==> src/rtl/sprite_pkg.sv <==
`default_nettype none
// ------------------------------------------------------------------
// sprite_pkg : shared state encoding and default geometry for sprite_engine
// Rev 1.0
// ------------------------------------------------------------------
package sprite_pkg;

  localparam int H_RES_DEF = 160;
  localparam int V_RES_DEF = 120;
  localparam int CW_DEF    = 3;
  localparam int XW_DEF    = 8;
  localparam int YW_DEF    = 7;

  typedef enum logic [2:0] {
    ST_IDLE   = 3'd0,
    ST_LATCH  = 3'd1,
    ST_ERASE  = 3'd2,
    ST_DRAW   = 3'd3,
    ST_FINISH = 3'd4
  } state_e;

endpackage
`default_nettype wire

==> src/rtl/sprite_scan.sv <==
`default_nettype none
// ------------------------------------------------------------------
// sprite_scan : walks one sprite footprint row-major, one registered slot per step
// Rev 1.0
// ------------------------------------------------------------------
module sprite_scan
  import sprite_pkg::*;
#(
  parameter int SPR_W = 4,
  parameter int SPR_H = 4,
  parameter int XW    = XW_DEF,
  parameter int YW    = YW_DEF,
  parameter int CW    = CW_DEF,
  parameter int H_RES = H_RES_DEF,
  parameter int V_RES = V_RES_DEF
) (
  input  logic                   clk_i,
  input  logic                   rst_ni,
  input  logic                   start_i,
  input  logic                   fb_ready_i,
  input  logic [XW-1:0]          base_x_i,
  input  logic [YW-1:0]          base_y_i,
  input  logic [CW-1:0]          color_i,
  input  logic [SPR_W*SPR_H-1:0] mask_i,
  output logic [XW-1:0]          x_o,
  output logic [YW-1:0]          y_o,
  output logic [CW-1:0]          color_o,
  output logic                   plot_o,
  output logic                   last_o
);

  localparam int MW  = SPR_W * SPR_H;
  localparam int CCW = $clog2(SPR_W + 1);
  localparam int RCW = $clog2(SPR_H + 1);
  localparam logic [XW:0] X_LIM = (XW + 1)'(H_RES);
  localparam logic [YW:0] Y_LIM = (YW + 1)'(V_RES);

  logic           active_q, active_d;
  logic [CCW-1:0] c_q, c_d;
  logic [RCW-1:0] r_q, r_d;
  logic [XW-1:0]  bx_q, bx_d, x_q, x_d;
  logic [YW-1:0]  by_q, by_d, y_q, y_d;
  logic [CW-1:0]  col_q, col_d, color_q, color_d;
  logic [MW-1:0]  mask_q, mask_d, mshift;
  logic           plot_q, plot_d;
  logic           adv, at_end, load, mbit;
  logic [XW:0]    px;
  logic [YW:0]    py;

  // A pending write (plot=1, no ready) freezes the slot; empty slots always advance.
  assign adv    = active_q && !(plot_q && !fb_ready_i);
  assign at_end = (c_q == CCW'(SPR_W - 1)) && (r_q == RCW'(SPR_H - 1));
  assign last_o = adv && at_end;

  always_comb begin
    active_d = active_q;
    c_d      = c_q;
    r_d      = r_q;
    bx_d     = bx_q;
    by_d     = by_q;
    col_d    = col_q;
    mask_d   = mask_q;
    x_d      = x_q;
    y_d      = y_q;
    color_d  = color_q;
    plot_d   = plot_q;
    load     = 1'b0;
    if (start_i) begin
      active_d = 1'b1;
      c_d      = '0;
      r_d      = '0;
      bx_d     = base_x_i;
      by_d     = base_y_i;
      col_d    = color_i;
      mask_d   = mask_i;
      load     = 1'b1;
    end else if (adv) begin
      if (at_end) begin
        active_d = 1'b0;
        plot_d   = 1'b0;
      end else begin
        load = 1'b1;
        if (c_q == CCW'(SPR_W - 1)) begin
          c_d = '0;
          r_d = r_q + 1'b1;
        end else begin
          c_d = c_q + 1'b1;
        end
      end
    end
    // Extra top bit keeps off-screen coordinates from wrapping back on-screen.
    px     = {1'b0, bx_d} + (XW + 1)'(c_d);
    py     = {1'b0, by_d} + (YW + 1)'(r_d);
    mshift = mask_d >> (int'(r_d) * SPR_W + int'(c_d));
    mbit   = mshift[0];
    if (load) begin
      x_d     = px[XW-1:0];
      y_d     = py[YW-1:0];
      color_d = col_d;
      plot_d  = mbit && (px < X_LIM) && (py < Y_LIM);
    end
  end

  always_ff @(posedge clk_i or negedge rst_ni) begin
    if (!rst_ni) begin
      active_q <= 1'b0;
      c_q      <= '0;
      r_q      <= '0;
      bx_q     <= '0;
      by_q     <= '0;
      col_q    <= '0;
      mask_q   <= '0;
      x_q      <= '0;
      y_q      <= '0;
      color_q  <= '0;
      plot_q   <= 1'b0;
    end else begin
      active_q <= active_d;
      c_q      <= c_d;
      r_q      <= r_d;
      bx_q     <= bx_d;
      by_q     <= by_d;
      col_q    <= col_d;
      mask_q   <= mask_d;
      x_q      <= x_d;
      y_q      <= y_d;
      color_q  <= color_d;
      plot_q   <= plot_d;
    end
  end

  assign x_o     = x_q;
  assign y_o     = y_q;
  assign color_o = color_q;
  assign plot_o  = plot_q;

endmodule
`default_nettype wire

==> src/rtl/sprite_engine.sv <==
`default_nettype none
// ------------------------------------------------------------------
// sprite_engine : N-sprite renderer, erases stale footprints then redraws in index order
// Rev 1.0
// ------------------------------------------------------------------
module sprite_engine
  import sprite_pkg::*;
#(
  parameter int NUM_SPR  = 2,
  parameter int SPR_W    = 4,
  parameter int SPR_H    = 4,
  parameter int XW       = XW_DEF,
  parameter int YW       = YW_DEF,
  parameter int CW       = CW_DEF,
  parameter int H_RES    = H_RES_DEF,
  parameter int V_RES    = V_RES_DEF,
  parameter int BG_COLOR = 0
) (
  input  logic                           VGA_CLK,
  input  logic                           resetn,
  input  logic [NUM_SPR*XW-1:0]          spr_x,
  input  logic [NUM_SPR*YW-1:0]          spr_y,
  input  logic [NUM_SPR*CW-1:0]          spr_color,
  input  logic [NUM_SPR-1:0]             spr_en,
  input  logic [NUM_SPR*SPR_W*SPR_H-1:0] spr_mask,
  input  logic                           refresh,
  input  logic                           fb_ready,
  output logic [XW-1:0]                  xvga,
  output logic [YW-1:0]                  yvga,
  output logic [CW-1:0]                  color,
  output logic                           plot,
  output logic                           busy,
  output logic                           done
);

  localparam int MW = SPR_W * SPR_H;
  localparam int IW = (NUM_SPR > 1) ? $clog2(NUM_SPR) : 1;

  state_e             state_q, state_d;
  logic [IW-1:0]      idx_q;
  logic               busy_q, done_q;

  logic [XW-1:0]      in_x [NUM_SPR], x_q [NUM_SPR], sh_x_q [NUM_SPR], cur_x [NUM_SPR];
  logic [YW-1:0]      in_y [NUM_SPR], y_q [NUM_SPR], sh_y_q [NUM_SPR], cur_y [NUM_SPR];
  logic [CW-1:0]      in_col [NUM_SPR], col_q [NUM_SPR], cur_col [NUM_SPR];
  logic [MW-1:0]      in_mask [NUM_SPR], mask_q [NUM_SPR], sh_mask_q [NUM_SPR], cur_mask [NUM_SPR];
  logic [NUM_SPR-1:0] en_q, sh_en_q, cur_en, chg_in, chg_q, cur_chg, erase_set;

  logic               in_latch;
  logic               nxt_found, nxt_erase;
  logic [IW-1:0]      nxt_idx;
  logic               scan_start, scan_last;
  logic [XW-1:0]      sel_x;
  logic [YW-1:0]      sel_y;
  logic [CW-1:0]      sel_col;
  logic [MW-1:0]      sel_mask;

  // During LATCH the working registers are still loading, so read the ports directly.
  assign in_latch = (state_q == ST_LATCH);

  always_comb begin
    for (int i = 0; i < NUM_SPR; i++) begin
      in_x[i]     = spr_x[i*XW +: XW];
      in_y[i]     = spr_y[i*YW +: YW];
      in_col[i]   = spr_color[i*CW +: CW];
      in_mask[i]  = spr_mask[i*MW +: MW];
      chg_in[i]   = (in_x[i] != sh_x_q[i]) || (in_y[i] != sh_y_q[i]) ||
                    (spr_en[i] != sh_en_q[i]) || (in_mask[i] != sh_mask_q[i]);
      cur_x[i]    = in_latch ? in_x[i]    : x_q[i];
      cur_y[i]    = in_latch ? in_y[i]    : y_q[i];
      cur_col[i]  = in_latch ? in_col[i]  : col_q[i];
      cur_mask[i] = in_latch ? in_mask[i] : mask_q[i];
    end
    cur_en    = in_latch ? spr_en : en_q;
    cur_chg   = in_latch ? chg_in : chg_q;
    erase_set = cur_chg & sh_en_q;
  end

  // Next sprite job: lowest pending erase first, then lowest pending draw.
  always_comb begin
    nxt_found = 1'b0;
    nxt_erase = 1'b0;
    nxt_idx   = '0;
    for (int i = NUM_SPR - 1; i >= 0; i--) begin
      if (cur_en[i] && (state_q != ST_DRAW || i > int'(idx_q))) begin
        nxt_found = 1'b1;
        nxt_erase = 1'b0;
        nxt_idx   = IW'(i);
      end
    end
    if (state_q != ST_DRAW) begin
      for (int i = NUM_SPR - 1; i >= 0; i--) begin
        if (erase_set[i] && (state_q != ST_ERASE || i > int'(idx_q))) begin
          nxt_found = 1'b1;
          nxt_erase = 1'b1;
          nxt_idx   = IW'(i);
        end
      end
    end
    sel_x    = nxt_erase ? sh_x_q[nxt_idx]    : cur_x[nxt_idx];
    sel_y    = nxt_erase ? sh_y_q[nxt_idx]    : cur_y[nxt_idx];
    sel_mask = nxt_erase ? sh_mask_q[nxt_idx] : cur_mask[nxt_idx];
    sel_col  = nxt_erase ? CW'(BG_COLOR)      : cur_col[nxt_idx];
  end

  always_comb begin
    state_d    = state_q;
    scan_start = 1'b0;
    unique case (state_q)
      ST_IDLE: begin
        if ((|chg_in) || refresh) state_d = ST_LATCH;
      end
      ST_LATCH: begin
        if (nxt_found) begin
          scan_start = 1'b1;
          state_d    = nxt_erase ? ST_ERASE : ST_DRAW;
        end else begin
          state_d = ST_FINISH;
        end
      end
      ST_ERASE, ST_DRAW: begin
        if (scan_last) begin
          if (nxt_found) begin
            scan_start = 1'b1;
            state_d    = nxt_erase ? ST_ERASE : ST_DRAW;
          end else begin
            state_d = ST_FINISH;
          end
        end
      end
      ST_FINISH: state_d = ST_IDLE;
      default:   state_d = ST_IDLE;
    endcase
  end

  always_ff @(posedge VGA_CLK or negedge resetn) begin
    if (!resetn) begin
      state_q <= ST_IDLE;
      busy_q  <= 1'b0;
      done_q  <= 1'b0;
      idx_q   <= '0;
      en_q    <= '0;
      chg_q   <= '0;
      sh_en_q <= '0;
      for (int i = 0; i < NUM_SPR; i++) begin
        x_q[i]       <= '0;
        y_q[i]       <= '0;
        col_q[i]     <= '0;
        mask_q[i]    <= '0;
        sh_x_q[i]    <= '0;
        sh_y_q[i]    <= '0;
        sh_mask_q[i] <= '0;
      end
    end else begin
      state_q <= state_d;
      busy_q  <= (state_d != ST_IDLE);
      done_q  <= (state_d == ST_FINISH);
      if (scan_start) idx_q <= nxt_idx;
      if (state_q == ST_LATCH) begin
        en_q  <= spr_en;
        chg_q <= chg_in;
        for (int i = 0; i < NUM_SPR; i++) begin
          x_q[i]    <= in_x[i];
          y_q[i]    <= in_y[i];
          col_q[i]  <= in_col[i];
          mask_q[i] <= in_mask[i];
        end
      end
      if (state_q == ST_FINISH) begin
        sh_en_q <= en_q;
        for (int i = 0; i < NUM_SPR; i++) begin
          sh_x_q[i]    <= x_q[i];
          sh_y_q[i]    <= y_q[i];
          sh_mask_q[i] <= mask_q[i];
        end
      end
    end
  end

  sprite_scan #(
    .SPR_W (SPR_W),
    .SPR_H (SPR_H),
    .XW    (XW),
    .YW    (YW),
    .CW    (CW),
    .H_RES (H_RES),
    .V_RES (V_RES)
  ) u_scan (
    .clk_i      (VGA_CLK),
    .rst_ni     (resetn),
    .start_i    (scan_start),
    .fb_ready_i (fb_ready),
    .base_x_i   (sel_x),
    .base_y_i   (sel_y),
    .color_i    (sel_col),
    .mask_i     (sel_mask),
    .x_o        (xvga),
    .y_o        (yvga),
    .color_o    (color),
    .plot_o     (plot),
    .last_o     (scan_last)
  );

  assign busy = busy_q;
  assign done = done_q;

endmodule
`default_nettype wire

==> config.mk <==
export PLATFORM = sky130hd
export DESIGN_NAME = sprite_engine
export DESIGN_NICKNAME = d
export VERILOG_FILES = /design/src/rtl/sprite_pkg.sv /design/src/rtl/sprite_scan.sv /design/src/rtl/sprite_engine.sv
export SDC_FILE = /design/constraint.sdc
export NUM_CORES = 1
export LEC_CHECK = 0
export BUFFER_PORTS_ARGS = -buffer_cell sky130_fd_sc_hd__buf_2
export CORE_MARGIN = 1
export CORE_UTILIZATION = 45
export DETAILED_ROUTE_END_ITERATION = 8
export SLEW_MARGIN = 0
export SYNTH_ARGS = -nofsm -noshare
export SYNTH_HDL_FRONTEND = slang
export SYNTH_SLANG_ARGS = --single-unit
==> constraint.sdc <==
create_clock -name VGA_CLK -period 5.8 [get_ports VGA_CLK]
set_clock_uncertainty 0.1 [all_clocks]
set_input_delay 0.58 -clock VGA_CLK [delete_from_list [all_inputs] [get_ports VGA_CLK]]
set_output_delay 0.58 -clock VGA_CLK [all_outputs]
set_load 0.01 [all_outputs]
# == After elaboration in Yosys (flattened, before gate mapping) ==
# Index checks and enable logic that the tools add are counted.
# classes
addsub,5
magnitude_cmp,4
n_eq_ne,18
n_shift,1
muxes,75
bitwise,2
reduce_logical,31
# op_table
cell,n
$mux W16,10
$mux W8,10
$mux W7,10
$mux W3,18
$ne A16 B16 Y1,2
$shr A16 B32 Y1,1
$mux W1,23
$ne A8 B8 Y1,2
$ne A7 B7 Y1,2
$eq A3 B2 Y1 const B,4
$logic_and A1 B1 Y1,10
$add A8 B3 Y9,1
$logic_or A1 B1 Y1,9
$lt A9 B8 Y1 const B,1
$pmux W3 S3,1
$add A7 B3 Y8,1
$lt A8 B7 Y1 const B,1
$reduce_bool A2 Y1,4
$add A3 B1 Y3 const B,2
$add A5 B3 Y6,1
$eq A3 B3 Y1 const B,2
$ne A3 B2 Y1 const B,2
$mux W2,2
$reduce_or A2 Y1,2
other kinds (13),15
# totals
reg_bits,202
in_bits,74
word_cells,168

# == Depth between registers and ports, before layout ==
# Gate-level depths: netlist (run 1).
# logic_depth
depth_word,21
ltp_mapped,23
mapped_depth_nobuf,18

# == Hierarchy ==
# From an unflattened synthesis (run 1), not the netlist that was laid out.
# hier_totals
hier_cells,912
hier_area_um2,10322.4
# modules_own_cells
module,instances,cells_per_inst,area_per_inst_um2
sprite_engine,1,655,7367.1
sprite_scan,1,257,2955.3

# == Worst setup path before layout (run 1) ==
# Ideal clock, no wire load.
# synth_path
kind,input-to-reg
start,input spr_mask[12]
end,register u_scan.plot_q (netlist: u_scan.plot_o)
arrival_time_ns,4.315
required_time_ns,5.573
slack_ns,1.257
path_stages,20
n_path_buf,4
path_cell_list,xor2_1 -> nor4_2 -> nand4_1 -> o31ai_4 -> inv_4 -> a211oi_4 -> or2_1 -> buf_6 -> buf_4 -> buf_2 -> clkbuf_1 -> o21ai_0 -> ha_1 -> maj3_1 -> o211ai_1 -> o311a_1 -> nor4b_1 -> a21oi_1 -> nor3b_1 -> nor3_2
# synth_via
elab_cells_between_ends,56
# synth_rtl
item,line,rtl
from (decl),sprite_engine.sv:25,"input logic [NUM_SPR*SPR_W*SPR_H-1:0] spr_mask,"
$ne A16 B16 Y1 (*),sprite_engine.sv:68,(spr_en[i] != sh_en_q[i]) || (in_mask[i] != sh_mask_q[i]);
$logic_or A1 B1 Y1 (*),sprite_engine.sv:68,
$mux W2 (*),n/a,
net cur_chg[0],sprite_engine.sv:47,"logic [NUM_SPR-1:0] en_q, sh_en_q, cur_en, chg_in, chg_q, cur_chg, erase_set;"
$and A2 B2 Y2 (*),sprite_engine.sv:76,erase_set = cur_chg & sh_en_q;
$logic_and A1 B1 Y1 (*),sprite_engine.sv:93,if (erase_set[i] && (state_q != ST_ERASE || i > int'(idx_q))) begin
$mux W1,sprite_engine.sv:93,
$mux W1,sprite_engine.sv:91,if (state_q != ST_DRAW) begin
$not A1 Y2 (not written as such),sprite_engine.sv:101,sel_y = nxt_erase ? sh_y_q[nxt_idx] : cur_y[nxt_idx];
$mux W7 (not written as such) (3 in a row),sprite_engine.sv:101,
$mux W7,sprite_engine.sv:101,
$mux W7 (*),sprite_scan.sv:68,if (start_i) begin
net u_scan.by_d[0],sprite_scan.sv:42,"logic [YW-1:0] by_q, by_d, y_q, y_d;"
$add A7 B3 Y8 (*),sprite_scan.sv:93,"py = {1'b0, by_d} + (YW + 1)'(r_d);"
$lt A8 B7 Y1 (*),sprite_scan.sv:100,plot_d = mbit && (px < X_LIM) && (py < Y_LIM);
$logic_and A1 B1 Y1 (*),sprite_scan.sv:100,
$mux W1 (*),sprite_scan.sv:96,if (load) begin
to (signal assigned),sprite_scan.sv:128,plot_q <= plot_d;
to (decl),sprite_scan.sv:45,"logic plot_q, plot_d;"
# The timed path passes the listed nets; every way through them passes the cells marked *. The select of a mux whose other input is x is not followed.
# A chain may end at the register's enable or synchronous reset.

# == Worst setup path after layout (run 1) ==
# layout_path
start,register sh_x_q[3] (netlist bit)
end,register u_scan.plot_q (netlist: u_scan.plot_o)
# layout_via
elab_cells_between_ends,60
# layout_rtl
item,line,rtl
from (decl),sprite_engine.sv:43,"logic [XW-1:0] in_x [NUM_SPR], x_q [NUM_SPR], sh_x_q [NUM_SPR], cur_x [NUM_SPR];"
"from (signal, indexed assignment)",sprite_engine.sv:172,sh_x_q[i] <= x_q[i];
$ne A8 B8 Y1 (*),sprite_engine.sv:67,chg_in[i] = (in_x[i] != sh_x_q[i]) || (in_y[i] != sh_y_q[i]) ||
$logic_or A1 B1 Y1 (*) (2 in a row),sprite_engine.sv:67,
$logic_or A1 B1 Y1 (*),sprite_engine.sv:68,
$mux W2 (*),n/a,
$and A2 B2 Y2 (*),sprite_engine.sv:76,
$logic_and A1 B1 Y1 (*),sprite_engine.sv:93,
$mux W1 (2 in a row),sprite_engine.sv:93,
$mux W1,sprite_engine.sv:91,
$not A1 Y2 (not written as such),sprite_engine.sv:101,
$mux W7 (not written as such) (3 in a row),sprite_engine.sv:101,
$mux W7,sprite_engine.sv:101,
$mux W7 (*),sprite_scan.sv:68,
net u_scan.by_d[0],sprite_scan.sv:42,
$add A7 B3 Y8 (*),sprite_scan.sv:93,
$lt A8 B7 Y1 (*),sprite_scan.sv:100,
$logic_and A1 B1 Y1 (*),sprite_scan.sv:100,
$mux W1 (*),sprite_scan.sv:96,
# Marked as above.

==> results of run 1 <==
critical path, stage by stage (launching register included):
cell	delay [ps]
dfrtp_1	400
xnor2_1	350
nand4_1	260
nor4_2	620
a31oi_2	240
a211oi_4	450
or2_2	230
buf_12	260
o21ai_0	180
ha_1	250
maj3_1	330
o211ai_1	100
o311a_1	280
nor4b_1	290
a21oi_1	80
nor3b_1	260
nor3_2	80
placed cells by master (no fill, tap or decap), types with 4 or more instances in the layout:
cell type and n:
nand2_1 240, dfrtp_1 202, buf_2 93, mux2_2 71, nor2_1 53, o21ai_0 43, xnor2_1 39, xor2_1 36
a21oi_1 32, clkbuf_16 25, inv_1 24, buf_4 21, mux2i_1 13, o221ai_1 13, a21o_1 11, ha_1 11
nand4_1 10, a41oi_1 10, clkbuf_8 10, nand3_1 9, a221o_1 8, and2_1 7, nor4_2 6, o21a_1 6
a22o_1 6, o211ai_1 6, a221oi_1 6, clkinv_2 6, nor4_1 5, o22ai_1 5, nor3_1 5, nand2b_1 4
a21boi_0 4, a211oi_1 4, o31ai_1 4
state kept, by name, indices dropped and copies added, names as in the netlist, 6 cells and up:
name,count
u_scan.x_o,8
u_scan.by_q,7
col_q,6
u_scan.mask_q,16
y_q,14
sh_x_q,16
u_scan.y_o,7
u_scan.bx_q,8
x_q,16
mask_q,32
sh_y_q,14
sh_mask_q,32
Yosys cell counts (5+ instances only):
cell type / instances / area [sq um]
nor2_1: 55 / 206
o221ai_1: 13 / 114
nand2b_1: 5 / 31.3
a22o_1: 6 / 52.6
a21oi_1: 32 / 160
buf_1: 6 / 22.5
clkbuf_1: 29 / 109
nand3_1: 9 / 45.0
xor2_1: 36 / 315
a221o_1: 8 / 80.1
mux2_2: 71 / 800
nor4_1: 5 / 31.3
ha_1: 11 / 138
xnor2_1: 39 / 342
o22ai_1: 6 / 37.5
o211ai_1: 6 / 45.0
o21a_1: 6 / 45.0
buf_2: 13 / 65.1
o21ai_0: 43 / 215
mux2i_1: 13 / 130
nand4_1: 10 / 62.6
and2_1: 8 / 50.1
nor3_1: 5 / 25.0
a41oi_1: 10 / 87.6
nand2_1: 240 / 901
a221oi_1: 6 / 52.6
dfrtp_1: 202 / 5050
a21o_1: 11 / 82.6
inv_1: 24 / 90.1
nor4_2: 6 / 75.1
area by class of cell:
cell class / count / area, sq um
multi-input combinational: 724 / 4760
inverter: 25 / 96.3
timing repair buffer: 117 / 677
sequential: 202 / 5050
clock buffer: 36 / 757
tap: 280 / 350
fill: 1997 / 10200
clock inverter: 8 / 68.8
cells by family (layout without fill, tap and decap cells):
| logic type | after synthesis | after routing | share of synthesized area, % |
|---|---|---|---|
| mux | 86 | 86 | 9.62 |
| compound gates | 189 | 189 | 13.5 |
| xor+xnor | 75 | 75 | 6.48 |
| flops | 202 | 202 | 49.9 |
| fa+ha+maj | 13 | 13 | 1.65 |
| buf+inv | 77 | 186 | 3.22 |
| simple gates | 361 | 361 | 15.6 |
report_power, final:
group	switching [mW]	internal (mW)
Combinational	0.0684	0.0336
Sequential	0	1.41
Clock	0.596	0.944
metrics by stage:
stage / hold WS (ps) / setup slack, ps / std cells / area [sq um] / util, %
finish: -25.8 / 908 / 1392 / 11800 / 53.6
global route: 53.6 / 536 / 1392 / 11800 / 53.6
CTS: 30.6 / 998 / 1392 / 11800 / 53.6
detailed placement: 357 / 704 / 1348 / 10900 / 49.8
global placement: 348 / 729 / 1348 / 10900 / 49.8
floorplan: 184 / 1260 / 1003 / 10100 / -
routing by layer:
layer / GRT usage (%) / share of wire, % / vias up
li1: - / - / 3686
met1: 35.5 / 44 / 3908
met2: 41.8 / 46 / 258
met3: 5.59 / 6.8 / 51
met4: 7.58 / 2.3 / 0
met5: 0 / 0 / -
path summary, 6_finish.rpt:
path / startpoint / endpoint / slack, ps / cells past startpoint
min in group VGA_CLK: spr_color[2] / col_q[5] / 200 / 3
hold / removal: resetn / done / -30 / 1
hold reg to reg: u_scan.col_q[1] / u_scan.col_q[1] / 370 / 2
max in group asynchronous: resetn / u_scan.y_o[1] / 4520 / 2
setup reg to reg: sh_x_q[3] / u_scan.plot_o / 910 / 16
setup / recovery: sh_x_q[3] / u_scan.plot_o / 910 / 16
==> results.md, run 1 <==
* Overall routing resource usage at 26.0%
* Yosys reg bits at 202
* VDD IR max at approximately 0.00016 V
* Pwr/cell area at 259 mW/mm^2
* Hold Fails Final Rpt at 7
* Area growth, synth to finish at 16.2%
* Core area at between 0.02 and 0.025 sq mm
* GPL Wtd Cong at 0.904
* Setup TNS at 0 ps
* Pin count of the biggest net entering global routing at 121
* Vias per cell at 5.68
* Main synth FF type: dfrtp_1
* Worst setup SP type: flip-flop
* Final Cycle Share at a little over four fifths
* Cts bufs inserted at 24
* Mapped cell area at 0.0101 sq mm
* CTS tree: yes
* CP Max Fanout at 55
* Drt first pass iters at 7
* Tightest Pin Transition at 1080 ps
* # rows at 54
* RSZ-0062 raised after global routing: no
* Layout Nets at 1180
* Status: finished with violations
* Initial DRC count at 591
* GR Overflow Total at 0
* Die Span Y at 152 um
* Clock latency at the later pin of the worst-skew pair at 510 ps
* Register area share after synthesis at 49.9%
* # diodes at 0
* Fin crit period at a little under 5000 ps
* DRC Markers at 10
* Initial Util at 46.1%
* Class of the worst hold path: in2async
* I/O pin cnt at 95
* Clock Sink Count at between 200 and 250
* Crit path arrival time at 5180 ps
* Async S/R FF share, synth at 100%
* Post-CTS sizing at 0
* Hpwl dp at 20700 um
* # setup viols final at 0
* # port buffers at 94
* CTS root buf: clkbuf_16
* Post-CTS Setup Bufs at 0
* Max-cap check violation count at 0
* Fraction of layout instances using a drive strength above 1 at between 20% and 30%
* Drt wl/cell at 21.1 um
* Buffer depth of the longest clock path at 3
* Pwr Total at 3.05 mW
* Post-synth EDFFs at 0
* Rel. slew slack at 28.0%
* Synth unique cells at 73
* Post-Synthesis Cells at between 1000 and 1500
* Hold slack at -25.8 ps
* Pins Over Slew Limit at 0
* Synth warnings at 0
* DR vias at between 7000 and 8000
* Full die area at 0.0231 sq mm
* Peak Freq at 204 MHz
* Vias in the first global route at 8035
* First-pass GRT wire length at about 46000 um
* CP Capture Type: flip-flop
* CP Class: reg2reg
* Failing checks: design-rule violations, negative hold slack
* Pleak at around 5.6 nW
* Cts hold-fix bufs at 0
* Wirelength, routed at 29300 um
* Initial antenna violation count at 0
* Die Width at 152 um
* H-tree depth at 1
* DRT antenna net count at 0
* Worst Path Required at between 6000 and 7000 ps
* Syn Area/Cell at 10.1 sq um
* Syn_nets at 1089
* Clock transition at path regs at about 60 ps
Note: power is estimated with default switching activity, not from simulation.
==> run 2, diff against run 1 <==
Settings changed: PLACE_DENSITY from default to 0.66.
Clock period 5.8 ns to 4.28 ns, I/O delays scaled along.
==> run 2 against run 1 <==
The run ends with design-rule violations left. Maximum frequency rose by 20%. Core utilization rose by 3.1 points. Non-clock buffer count is 68 higher. Combinational power up 42%. Critical path depth is 2 higher. Final cell count is 4.9% higher. Worst setup slack lost 720 ps. Count of clock-buffer cells in the layout decreased by 2. Global-route usage up 0.35 points. Power rose by 40%. Hold slack improved by 68 ps. Sequential share of layout area fell by 2.3 points. Largest power group unchanged. Highest routed layer unchanged.
==> results.md, run 2 (synthesis gave the netlist of run 1 again) <==
* Clock Sink Count at 202 (unchanged)
* H-tree depth at 1 (unchanged)
* Pins Over Slew Limit at 0 (unchanged)
* Pin count of the biggest net entering global routing at 95 (-21%)
* I/O pin cnt at 95 (unchanged)
* Overall routing resource usage at 26.4% (+0.35 points)
* First-pass GRT wire length at 47300 um (+2.1%)
* Vias per cell at 5.67 (-0.19%)
* DRT antenna net count at 0 (unchanged)
* FF-to-FF Start: sh_mask_q[25]
* Cts bufs inserted at 24 (unchanged)
* Crit path arrival time at 4380 ps (-800 ps)
* Max-cap check violation count at 0 (unchanged)
* Most frequent cells in the layout: nand2_1 (239), dfrtp_1 (202), buf_2 (93), buf_4 (85), mux2_2 (71)
* Worst Path Required at 4570 ps (-1520 ps)
* Initial antenna violation count at 0 (unchanged)
* Hpwl dp at 21700 um (+4.6%)
* GPL Wtd Cong at 0.921 (+1.9%)
* Worst setup SP type: flip-flop
* Top flop regs: mask_q x32, sh_mask_q x32
* Clock transition at path regs at 60 ps (about the same)
* Worst Setup SP: sh_mask_q[25]
* Pleak at 5.94 nW (+5.9%)
* VDD IR max at 0.000218 V (+36%)
* Core area at 0.0220 sq mm (unchanged)
* Tightest Pin Transition at 668 ps (-411 ps)
* GR Overflow Total at 0 (unchanged)
* Initial DRC count at 677 (+15%)
* Final Worst Setup Slack at 192 ps (-716 ps)
* # rows at 54 (unchanged)
* Layout Nets at 1248 (+5.8%)
* R2r worst-path depth at 18 (+2)
* DR vias at 8273 (+4.7%)
* Post-DP Area at 0.0114 sq mm (+4.4%)
* Worst-path cell chain: xor2_1, nor4_1, nand4_1, o31ai_4, inv_4, a211oi_4, or2_4, buf_4, nor3_1, a21o_1, ha_1, a21o_1, a21oi_1, buf_4, a211oi_4, a31oi_1, a211oi_2, nor3_2
* Area growth, synth to finish at 22.9%
* Fraction of layout instances using a drive strength above 1 at 29.3% (+5.9 points)
* Worst R2R End: u_scan.plot_o
* Fin crit period at 4090 ps (-804 ps)
* Failing checks: design-rule violations
* CP Class: reg2reg
* Hold Fails Final Rpt at 0 (-7)
* Status: finished with violations
* # port buffers at 94 (unchanged)
* # setup viols final at 0 (unchanged)
* Clock latency at the later pin of the worst-skew pair at 520 ps (about the same)
* Max incr delay on CP at 410 ps (-210 ps)
* Class of the worst hold path: in2reg
* Final non-filler cell total at 1460 (+4.9%)
* Drt wl/cell at 20.6 um (-2.2%)
* Initial Util at 46.1% (unchanged)
* Design area at 0.0124 sq mm (+5.8%)
* Final core utilization at 56.7% (+3.1 points)
* Final Cycle Share at 95.5% (+11 points)
* CP Max Fanout at 7 (-87%)
* R2r setup slk at 190 ps (-720 ps)
* RSZ-0062 raised after global routing: yes
* Die Span Y at 152 um (unchanged)
* DP Worst Slack at -294 ps (-998 ps)
* # fillers at 1927 (-3.5%)
* Peak Freq at 245 MHz (+20%)
* CP Capture Type: flip-flop
* Buffer depth of the longest clock path at 3 (unchanged)
* Commonest non-fill, non-tap cell in the layout: nand2_1
* Placed insts at 1412 (+4.7%)
* # diodes at 0 (unchanged)
* Die Width at 152 um (unchanged)
* Rel. slew slack at 55.1% (+27 points)
* Wirelength, routed at 30100 um (+2.5%)
* Full die area at 0.0231 sq mm (unchanged)
* Pwr/cell area at 342 mW/mm^2 (+32%)
* Crit path max-delay cell type: o31ai_4
* Drt first pass iters at 8 (+1)
* Critical Path Sink: u_scan.plot_o
* CTS root buf: clkbuf_16
* CTS tree: yes
* Vias in the first global route at 8322 (+3.6%)
* DRC Markers at 8 (-2)
run 2: changes by cell type in the layout (fill, tap and decap cells not counted), moves of 3 or more:
cell       change
clkbuf_8       -4
bufinv_16      +3
nor4_1         -3
nor4_2         +3
buf_6          +3
o21ai_0        -6
ha_1           -3
o21ai_1        +4
buf_4         +64
run 2: routing by layer:
layer	part of all wire (%)	global-route usage (%)
met1	44	37.4
met2	45	41.3
met3	7.6	3.65
met4	3.5	9.77
met5	0	0
run 2: where the power goes:
| group | internal (mW) | total, mW | switching [mW] |
|---|---|---|---|
| logic | 0.0492 | 0.145 | 0.0958 |
| clock network | 1.39 | 2.20 | 0.812 |
| registers | 1.91 | 1.91 | 0 |
run 2: worst min path at each step:
stage / from / endpoint / slack (ps) / cells past startpoint
2_1_floorplan: resetn / busy / 30 / 0
3_3_place_gp: u_scan.col_q[1] / u_scan.col_q[1] / 350 / 2
3_5_place_dp: u_scan.col_q[1] / u_scan.col_q[1] / 360 / 2
4_1_cts: spr_color[2] / col_q[5] / 30 / 3
5_1_grt: spr_color[2] / col_q[5] / 30 / 3
6_report: spr_color[2] / col_q[5] / 40 / 3
run 2: through the flow:
step / total power [mW] / TNS (ps) / hold WS [ps]
after floorplan: 1.97 / 0 / 32.4
after global placement: 2.09 / -643 / 350
after detailed placement: 2.09 / -904 / 359
after CTS: 4.28 / 0 / 25.4
after global routing: 4.38 / -43.0 / 34.1
final: 4.26 / 0 / 42.0
run 2: final cells by class:
type / count / area, sq um / area share [%]
flip-flops and latches: 202 / 5050 / 40.6
repair buffers: 185 / 1200 / 9.65
clock buffers: 34 / 709 / 5.70
inverters: 25 / 96.3 / 0.774
multi-input cells: 724 / 4880 / 39.2
clock inverters: 10 / 153 / 1.23
well taps: 280 / 350 / 2.81
run 2: worst max-delay path, delay by kind of cell, from the launching register on:
family | cells | cell delay (ps)
xor gates and xnor gates | 1 | 190
DFF | 1 | 400
adders and majority gates | 1 | 280
buffers and inverters | 3 | 390
and+or+nand+nor | 5 | 910
AOI/OAI and AO/OA | 8 | 1680
run 2: timing repair:
item | CTS | global route
gates resized for setup | 3 | 31
hold buffers | 1 | 0
setup buffers | 0 | 3
setup endpoints to repair | 3 | 8
pin swaps | 1 | 13
endpoints found under the hold margin | 73 | 0
